File: src/rtl/synth_pkg.sv
// Shared constants and types for the voice scheduler and its oscillator-side neighbours.
// Sizes here are defaults. Each module re-exposes them as overridable parameters.
package synth_pkg;

    localparam int NUM_VOICES = 16;
    localparam int VIDX_W     = $clog2(NUM_VOICES);
    localparam int TUNE_W     = 32;
    localparam int VEL_W      = 7;

    localparam logic NOTEON  = 1'b1;
    localparam logic NOTEOFF = 1'b0;

    typedef enum logic {
        IDLE,
        SCAN
    } sched_state_t;

endpackage

File: src/rtl/voice_scheduler_if.sv
// Slot handshake between the voice scheduler (master) and the shared oscillator datapath (slave).
interface voice_scheduler_if #(
    parameter int VIDX_W = synth_pkg::VIDX_W,
    parameter int TUNE_W = synth_pkg::TUNE_W,
    parameter int VEL_W  = synth_pkg::VEL_W
);

    logic              osc_valid;
    logic              osc_ready;
    logic [VIDX_W-1:0] osc_voice;
    logic [TUNE_W-1:0] osc_phase;
    logic [VEL_W-1:0]  osc_velocity;
    logic              osc_gate;
    logic              osc_last;

    modport master (
        output osc_valid, osc_voice, osc_phase, osc_velocity, osc_gate, osc_last,
        input  osc_ready
    );

    modport slave (
        input  osc_valid, osc_voice, osc_phase, osc_velocity, osc_gate, osc_last,
        output osc_ready
    );

endinterface

File: src/rtl/voice_param_table.sv
// Per-voice gate/tuning/velocity/phase storage with an event write port, a phase write port,
// a combinational view of the voice being advanced and a registered slot read.
module voice_param_table #(
    parameter int NUM_VOICES = synth_pkg::NUM_VOICES,
    parameter int VIDX_W     = synth_pkg::VIDX_W,
    parameter int TUNE_W     = synth_pkg::TUNE_W,
    parameter int VEL_W      = synth_pkg::VEL_W
) (
    input  logic              clk,
    input  logic              reset,
    input  logic              i_ev_we,
    input  logic              i_ev_status,
    input  logic [VIDX_W-1:0] i_ev_idx,
    input  logic [TUNE_W-1:0] i_ev_tune,
    input  logic [VEL_W-1:0]  i_ev_vel,
    input  logic              i_ph_we,
    input  logic [VIDX_W-1:0] i_idx,
    input  logic [TUNE_W-1:0] i_ph_data,
    output logic              o_cur_gate,
    output logic [TUNE_W-1:0] o_cur_tune,
    output logic [TUNE_W-1:0] o_cur_phase,
    input  logic              i_rd_en,
    input  logic [VIDX_W-1:0] i_rd_idx,
    output logic              o_rd_gate,
    output logic [VEL_W-1:0]  o_rd_vel,
    output logic [TUNE_W-1:0] o_rd_phase
);

    import synth_pkg::NOTEON, synth_pkg::NOTEOFF;

    logic              r_gate  [NUM_VOICES];
    logic [TUNE_W-1:0] r_tune  [NUM_VOICES];
    logic [VEL_W-1:0]  r_vel   [NUM_VOICES];
    logic [TUNE_W-1:0] r_phase [NUM_VOICES];

    logic              r_rd_gate;
    logic [VEL_W-1:0]  r_rd_vel;
    logic [TUNE_W-1:0] r_rd_phase;

    logic              w_ph_blocked;

    // An event aimed at the voice being advanced owns that entry for the cycle.
    assign w_ph_blocked = i_ev_we && (i_ev_idx == i_idx);

    always_ff @(posedge clk or negedge reset) begin
        if (!reset) begin
            for (int v = 0; v < NUM_VOICES; v++) begin
                r_gate[v]  <= 1'b0;
                r_tune[v]  <= '0;
                r_vel[v]   <= '0;
                r_phase[v] <= '0;
            end
        end else begin
            if (i_ph_we && !w_ph_blocked) begin
                r_phase[i_idx] <= i_ph_data;
            end
            if (i_ev_we) begin
                case (i_ev_status)
                    NOTEON: begin
                        r_gate[i_ev_idx]  <= 1'b1;
                        r_tune[i_ev_idx]  <= i_ev_tune;
                        r_vel[i_ev_idx]   <= i_ev_vel;
                        r_phase[i_ev_idx] <= '0;
                    end
                    NOTEOFF: begin
                        r_gate[i_ev_idx] <= 1'b0;
                    end
                    default: begin
                        r_gate[i_ev_idx] <= r_gate[i_ev_idx];
                    end
                endcase
            end
        end
    end

    always_ff @(posedge clk or negedge reset) begin
        if (!reset) begin
            r_rd_gate  <= 1'b0;
            r_rd_vel   <= '0;
            r_rd_phase <= '0;
        end else if (i_rd_en) begin
            r_rd_gate  <= r_gate[i_rd_idx];
            r_rd_vel   <= r_vel[i_rd_idx];
            r_rd_phase <= r_phase[i_rd_idx];
        end
    end

    assign o_cur_gate  = r_gate[i_idx];
    assign o_cur_tune  = r_tune[i_idx];
    assign o_cur_phase = r_phase[i_idx];
    assign o_rd_gate   = r_rd_gate;
    assign o_rd_vel    = r_rd_vel;
    assign o_rd_phase  = r_rd_phase;

endmodule

File: src/rtl/voice_scheduler.sv
// Applies SPI note events to the voice table and, once per sample tick, walks every voice
// through one shared phase adder while presenting each slot over a valid/ready handshake.
module voice_scheduler #(
    parameter int NUM_VOICES = synth_pkg::NUM_VOICES,
    parameter int VIDX_W     = synth_pkg::VIDX_W,
    parameter int TUNE_W     = synth_pkg::TUNE_W,
    parameter int VEL_W      = synth_pkg::VEL_W
) (
    input  logic              clk,
    input  logic              reset,
    input  logic              SPI_note_status,
    input  logic [7:0]        SPI_voice_index,
    input  logic [TUNE_W-1:0] SPI_tuning_code,
    input  logic [VEL_W-1:0]  SPI_velocity,
    input  logic              SPI_ready_flag,
    input  logic              sample_tick,
    voice_scheduler_if.master osc,
    output logic              frame_done,
    output logic              overrun,
    output logic              event_drop
);

    import synth_pkg::sched_state_t, synth_pkg::IDLE, synth_pkg::SCAN;

    sched_state_t      r_state;
    sched_state_t      w_state_nxt;
    logic [VIDX_W-1:0] r_idx;
    logic [VIDX_W-1:0] w_idx_nxt;
    logic [VIDX_W-1:0] r_osc_voice;
    logic              r_ready_d;
    logic              r_frame_done;
    logic              r_overrun;
    logic              r_event_drop;

    logic              w_ev;
    logic              w_ev_in_range;
    logic              w_ev_we;
    logic              w_hs;
    logic              w_last;
    logic              w_rd_en;
    logic [VIDX_W-1:0] w_rd_idx;
    logic              w_frame_done_nxt;
    logic              w_cur_gate;
    logic [TUNE_W-1:0] w_cur_tune;
    logic [TUNE_W-1:0] w_cur_phase;
    logic              w_ph_we;
    logic [TUNE_W-1:0] w_ph_data;

    assign w_ev          = SPI_ready_flag & ~r_ready_d;
    assign w_ev_in_range = (SPI_voice_index < 8'(NUM_VOICES));
    assign w_ev_we       = w_ev & w_ev_in_range;
    assign w_hs          = (r_state == SCAN) & osc.osc_ready;
    assign w_last        = (r_idx == VIDX_W'(NUM_VOICES - 1));

    // The adder sees the live table entry, so events that landed while the slot waited count.
    assign w_ph_we   = w_hs & w_cur_gate;
    assign w_ph_data = w_cur_phase + w_cur_tune;

    voice_param_table #(
        .NUM_VOICES (NUM_VOICES),
        .VIDX_W     (VIDX_W),
        .TUNE_W     (TUNE_W),
        .VEL_W      (VEL_W)
    ) u_table (
        .clk         (clk),
        .reset       (reset),
        .i_ev_we     (w_ev_we),
        .i_ev_status (SPI_note_status),
        .i_ev_idx    (SPI_voice_index[VIDX_W-1:0]),
        .i_ev_tune   (SPI_tuning_code),
        .i_ev_vel    (SPI_velocity),
        .i_ph_we     (w_ph_we),
        .i_idx       (r_idx),
        .i_ph_data   (w_ph_data),
        .o_cur_gate  (w_cur_gate),
        .o_cur_tune  (w_cur_tune),
        .o_cur_phase (w_cur_phase),
        .i_rd_en     (w_rd_en),
        .i_rd_idx    (w_rd_idx),
        .o_rd_gate   (osc.osc_gate),
        .o_rd_vel    (osc.osc_velocity),
        .o_rd_phase  (osc.osc_phase)
    );

    always_comb begin
        w_state_nxt      = r_state;
        w_idx_nxt        = r_idx;
        w_rd_en          = 1'b0;
        w_rd_idx         = r_idx + VIDX_W'(1);
        w_frame_done_nxt = 1'b0;
        case (r_state)
            IDLE: begin
                if (sample_tick) begin
                    w_state_nxt = SCAN;
                    w_idx_nxt   = '0;
                    w_rd_en     = 1'b1;
                    w_rd_idx    = '0;
                end
            end
            SCAN: begin
                if (w_hs) begin
                    if (w_last) begin
                        w_state_nxt      = IDLE;
                        w_frame_done_nxt = 1'b1;
                    end else begin
                        w_idx_nxt = r_idx + VIDX_W'(1);
                        w_rd_en   = 1'b1;
                    end
                end
            end
            default: begin
                w_state_nxt = IDLE;
            end
        endcase
    end

    always_ff @(posedge clk or negedge reset) begin
        if (!reset) begin
            r_state      <= IDLE;
            r_idx        <= '0;
            r_osc_voice  <= '0;
            r_frame_done <= 1'b0;
        end else begin
            r_state      <= w_state_nxt;
            r_idx        <= w_idx_nxt;
            r_frame_done <= w_frame_done_nxt;
            if (w_rd_en) begin
                r_osc_voice <= w_rd_idx;
            end
        end
    end

    // A tick during SCAN, including the exit cycle, is lost and only recorded.
    always_ff @(posedge clk or negedge reset) begin
        if (!reset) begin
            r_ready_d    <= 1'b0;
            r_overrun    <= 1'b0;
            r_event_drop <= 1'b0;
        end else begin
            r_ready_d <= SPI_ready_flag;
            if (sample_tick && (r_state == SCAN)) begin
                r_overrun <= 1'b1;
            end
            if (w_ev && !w_ev_in_range) begin
                r_event_drop <= 1'b1;
            end
        end
    end

    assign osc.osc_valid = (r_state == SCAN);
    assign osc.osc_last  = (r_state == SCAN) && w_last;
    assign osc.osc_voice = r_osc_voice;
    assign frame_done    = r_frame_done;
    assign overrun       = r_overrun;
    assign event_drop    = r_event_drop;

endmodule

File: src/flat_wrapper.sv
// flat-port wrapper written by rule: the top's interface ports become plain ports
module voice_scheduler_flat import synth_pkg::sched_state_t, synth_pkg::IDLE, synth_pkg::SCAN;
#(
    parameter int NUM_VOICES = synth_pkg::NUM_VOICES,
    parameter int VIDX_W     = synth_pkg::VIDX_W,
    parameter int TUNE_W     = synth_pkg::TUNE_W,
    parameter int VEL_W      = synth_pkg::VEL_W
)
  (clk, reset, SPI_note_status, SPI_voice_index, SPI_tuning_code, SPI_velocity, SPI_ready_flag, sample_tick, frame_done, overrun, event_drop, osc_osc_valid, osc_osc_voice, osc_osc_phase, osc_osc_velocity, osc_osc_gate, osc_osc_last, osc_osc_ready);
  voice_scheduler_if #(.VIDX_W(VIDX_W), .TUNE_W(TUNE_W), .VEL_W(VEL_W)) osc_i ();
  input  logic clk;
  input  logic reset;
  input  logic SPI_note_status;
  input  logic [7:0] SPI_voice_index;
  input  logic [TUNE_W-1:0] SPI_tuning_code;
  input  logic [VEL_W-1:0] SPI_velocity;
  input  logic SPI_ready_flag;
  input  logic sample_tick;
  output logic frame_done;
  output logic overrun;
  output logic event_drop;
  output wire logic [$bits(osc_i.osc_valid)-1:0] osc_osc_valid;
  output wire logic [$bits(osc_i.osc_voice)-1:0] osc_osc_voice;
  output wire logic [$bits(osc_i.osc_phase)-1:0] osc_osc_phase;
  output wire logic [$bits(osc_i.osc_velocity)-1:0] osc_osc_velocity;
  output wire logic [$bits(osc_i.osc_gate)-1:0] osc_osc_gate;
  output wire logic [$bits(osc_i.osc_last)-1:0] osc_osc_last;
  input wire logic [$bits(osc_i.osc_ready)-1:0] osc_osc_ready;
  assign osc_osc_valid = osc_i.osc_valid;
  assign osc_osc_voice = osc_i.osc_voice;
  assign osc_osc_phase = osc_i.osc_phase;
  assign osc_osc_velocity = osc_i.osc_velocity;
  assign osc_osc_gate = osc_i.osc_gate;
  assign osc_osc_last = osc_i.osc_last;
  assign osc_i.osc_ready = osc_osc_ready;
  voice_scheduler #(.NUM_VOICES(NUM_VOICES), .VIDX_W(VIDX_W), .TUNE_W(TUNE_W), .VEL_W(VEL_W)) u_core (.clk(clk), .reset(reset), .SPI_note_status(SPI_note_status), .SPI_voice_index(SPI_voice_index), .SPI_tuning_code(SPI_tuning_code), .SPI_velocity(SPI_velocity), .SPI_ready_flag(SPI_ready_flag), .sample_tick(sample_tick), .osc(osc_i), .frame_done(frame_done), .overrun(overrun), .event_drop(event_drop));
endmodule
File: config.mk
export PLATFORM = sky130hd
export DESIGN_NAME = voice_scheduler_flat
export DESIGN_NICKNAME = d
export VERILOG_FILES = /design/src/rtl/synth_pkg.sv /design/src/rtl/voice_scheduler_if.sv /design/src/rtl/voice_param_table.sv /design/src/rtl/voice_scheduler.sv /design/src/flat_wrapper.sv
export SDC_FILE = /design/constraint.sdc
export NUM_CORES = 2
export LEC_CHECK = 0
export CAP_MARGIN = 10
export CORE_MARGIN = 3
export CORE_UTILIZATION = 30
export CTS_BUF_LIST = sky130_fd_sc_hd__clkbuf_4
export CTS_CLUSTER_DIAMETER = 120
export DETAILED_ROUTE_END_ITERATION = 12
export PLACE_DENSITY_LB_ADDON = 0.08
export SYNTH_ARGS = -nofsm -noshare
export SYNTH_HDL_FRONTEND = slang
export SYNTH_SLANG_ARGS = --single-unit
File: constraint.sdc
create_clock -name clk -period 14.73 [get_ports clk]
set_input_delay 2.946 -clock clk [delete_from_list [all_inputs] [get_ports clk]]
set_output_delay 2.946 -clock clk [all_outputs]
set_load 0.005 [all_outputs]
==> run summary <==
remaining global-route overflow -> 0
crit path time final -> 7760 ps
count of final hold-check violations -> 0
Crit Path Category -> reg2out
status -> finished clean
CP Capture Type -> output pin
combinational share of power -> 0.315
worst path bufs/invs -> 2
clock sink count -> 1205
Post-Syn Instances -> 6385
CTS root buffer -> clkbuf_4
HPWL Detailed -> 149000 µm
vias in the first global route -> 52600
Hold-fix buffers, CTS -> 0
delay-heaviest family, CP -> buffers and inverters
peak supply drop -> 0.192 mV
I/O Pins -> 102
number of remaining DRC errors -> 0
crit path DAT -> 4820 ps
DR pass1 iterations -> 5
Starting Density -> 0.304
worst-margin pin slew -> 1230 ps
sum of negative setup slack -> 0 ps
CTS resizes -> 0
Hold Path Class -> reg2reg
net switching power figure -> 3.99 mW
Async S/R FF share, synth -> 1.00
Std-Cell Rows -> 164
Leak -> 31.7 nW
P&R area growth vs syn -> 13.4%
nets -> 6538
RSZ-0062 raised after global routing -> false
final cell count without fillers -> 9357
startpoint types -> flip-flop
Vias -> 51900
final slew viol count -> 0
routed wire length per instance -> 29.0 µm
gpl congestion -> 0.878
switch share -> 0.392
Die Y -> 457 µm
Post-synth EDFFs -> 0
H-tree depth -> 5
slowest cell delay on critical path -> 1140 ps
antenna violations before repair -> 30
dpl cells -> 8726
final setup vio count -> 0
Worst Skew -> 141 ps
# Max-Cap Violations -> 0
core area -> 201000 µm²
synthesized area per cell -> 9.55 µm²
antenna-violating nets left -> 0
die extent in x -> 457 µm
Mapped Nets -> 6474
TritonCTS Buffers -> 377
Fmax achieved -> 129 MHz
Cell Area, Synth -> 61000 µm²
synthesis-stage register bit count -> 1205
gr usage total -> 0.256
Worst-path clk slew -> 60 ps
Post-CTS Setup Bufs -> 0
yosys warns -> 0
area of the multi-input gates -> 29000 µm²
CP max stage cell -> dfrtp_4
die footprint -> 209000 µm²
Req. time, crit path -> 11780 ps
CTS tree -> built
pwr dens -> 147 nW/µm²
largest net degree at the start of global routing -> 170
later-pin clock latency in the skew report -> 1360 ps
IO Port Bufs -> 101
Reg area -> 30200 µm²
CTS Buffer Depth -> 4
Min Hold Slack -> 457 ps
fillcell total -> 20500
1st-iter DRT viols -> 4523
Tcrit/Tclk final -> 0.527
count of cell types in the netlist -> 70
Post-synth top flop -> dfrtp_1
share of layout cells above drive strength 1 -> 0.186
Slew headroom -> 0.181
cell-internal power -> 6.18 mW
clock power share -> 0.328
crit path max fanout -> 92
post-detailed-route via-to-cell ratio -> 5.55
first-pass GRT wire length -> 391000 µm
final WL -> 271000 µm
Flop pwr share -> 0.358
crit path cell chain -> buf_12 -> ha_1 -> nand3_1 -> nor2_1 -> clkdlybuf4s50_1
register area share after synthesis -> 0.494
## metal layers
layer / part of all wire / up-vias / global-route usage
met2: 0.46 / 2171 / 0.406
met5: 0.00038 / - / 0
li1: - / 22500 / -
met1: 0.43 / 26600 / 0.343
met4: 0.038 / 16 / 0.0969
met3: 0.071 / 591 / 0.0539
## registers in the layout, summed over array words and instances, names as in the netlist, named ones only
name                       flops
u_core.u_table.r_phase       512
u_core.u_table.r_tune        512
u_core.u_table.r_vel         112
u_core.u_table.o_rd_phase     32
u_core.u_table.o_rd_vel        7
u_core.osc.osc_voice           4
u_core.r_idx                   4
u_core.event_drop              1
u_core.frame_done              1
u_core.osc.osc_valid           1
u_core.overrun                 1
u_core.r_ready_d               1
u_core.u_table.o_rd_gate       1
## path summary, 6_finish.rpt
path	start	to	slack, ps	cells after the start
worst max-delay path	u_core.r_idx[0]$_DFFE_PN0P_	osc_osc_last	6970	5
max in group asynchronous	reset	u_core.u_table.r_tune[28]$_DFFE_PN0P_	10070	4
worst max register to register	u_core.r_idx[0]$_DFFE_PN0P_	u_core.u_table.r_phase[255]$_DFF_PN0_	7510	13
worst min-delay path	u_core.u_table.r_tune[276]$_DFFE_PN0P_	u_core.u_table.r_tune[276]$_DFFE_PN0P_	460	2
worst min register to register	u_core.u_table.r_tune[276]$_DFFE_PN0P_	u_core.u_table.r_tune[276]$_DFFE_PN0P_	460	2
min in group asynchronous	reset	u_core.u_table.o_rd_phase[5]$_DFFE_PN0P_	1540	1
## cell families (layout without fill, tap and decap cells)
logic type               Yosys count  count (layout)  synth area share
other                              0              11                 0
AO/OA/AOI/OAI                   1013            1013             0.111
adder cells (fa/ha/maj)           36              36           0.00751
AND/OR/NAND/NOR                 3078            3078             0.202
XOR/XNOR                          31              31           0.00445
buffers and inverters            565             870            0.0368
multiplexers                     457             457             0.143
flip-flops                      1205            1205             0.494
## power by group through the flow
stage | clock (mW) | sequential [mW] | combinational [mW]
finish | 3.34 | 3.64 | 3.20
global route | 3.63 | 3.65 | 3.38
global placement | 0 | 3.70 | 3.19
detailed placement | 0 | 3.70 | 3.19
floorplan | 0 | 3.54 | 1.95
CTS | 3.45 | 3.64 | 3.20
## cells in the final DEF, fill, tap and decap left out, types with 9 or more instances in the layout
cell type	instances
nand2_1	2533
a221oi_1	13
a22o_1	96
clkbuf_4	549
nor3_1	13
o31ai_1	9
nand4_1	10
inv_1	12
clkinv_1	57
a21oi_1	366
o21ai_0	147
nor2_2	12
mux4_2	321
nand2_4	11
nor2_1	114
ha_1	35
clkdlybuf4s50_1	100
dfrtp_1	1201
a311oi_1	79
nand3_1	196
xor2_1	10
nor2_4	18
mux2_2	122
a31oi_1	47
and3_1	88
buf_4	130
xnor2_1	17
diode_2	11
a21o_1	15
o221ai_1	155
or3_1	10
mux2i_1	14
a211oi_1	25
## per-stage QoR
| step | utilization | total power [mW] | area, µm² | setup WS [ps] |
|---|---|---|---|---|
| 4_1_cts | 0.344 | 10.3 | 69100 | 6730 |
| 3_3_place_gp | 0.322 | 6.89 | 64600 | 7400 |
| 3_5_place_dp | 0.322 | 6.89 | 64600 | 7350 |
| 6_report | 0.344 | 10.2 | 69200 | 6970 |
| 5_1_grt | 0.344 | 10.6 | 69200 | 6680 |
| 2_1_floorplan | - | 5.49 | 61000 | 9450 |
## cell type report
cell class,instances,share of cell area
clock inverters,71,0.00546
multi-input cells,4615,0.419
clock buffers,549,0.0596
repair buffers,237,0.0307
inverters,13,0.000778
diodes,11,0.000398
well taps,2656,0.0480
flip-flops and latches,1205,0.436
## synthesized netlist by cell type, types with 6 or more instances
library cell | instances | area (µm²)
a21oi_1 | 366 | 1830
and3_1 | 88 | 551
xor2_1 | 12 | 105
buf_2 | 83 | 415
a22o_1 | 96 | 841
a211oi_1 | 25 | 188
o22ai_1 | 6 | 37.5
o21ai_0 | 147 | 736
nand4_1 | 10 | 62.6
nor2b_1 | 6 | 37.5
dfrtp_1 | 1205 | 30200
a221oi_1 | 13 | 114
nand2_1 | 2552 | 9580
xnor2_1 | 19 | 166
nand2b_1 | 8 | 50.1
nor3_2 | 6 | 60.1
ha_1 | 35 | 438
o221ai_1 | 155 | 1360
nor3_1 | 18 | 90.1
or3_1 | 13 | 81.3
a22oi_1 | 8 | 60.1
nor2_1 | 138 | 518
a21o_1 | 15 | 113
inv_1 | 12 | 45.0
buf_1 | 63 | 236
a31oi_1 | 47 | 294
mux2_2 | 122 | 1370
o31ai_1 | 9 | 67.6
o21bai_1 | 6 | 45.0
o21a_1 | 6 | 45.0
clkbuf_1 | 402 | 1510
and2_1 | 13 | 81.3
nand3_1 | 196 | 981
mux4_2 | 321 | 7230
a311oi_1 | 79 | 692
mux2i_1 | 14 | 140
## tightest hold or removal path, stage by stage (launching register included)
cell and delay, ps:
dfrtp_1 330, nand2_1 50, nand2_1 40
Note: power is estimated with default switching activity, not from simulation.
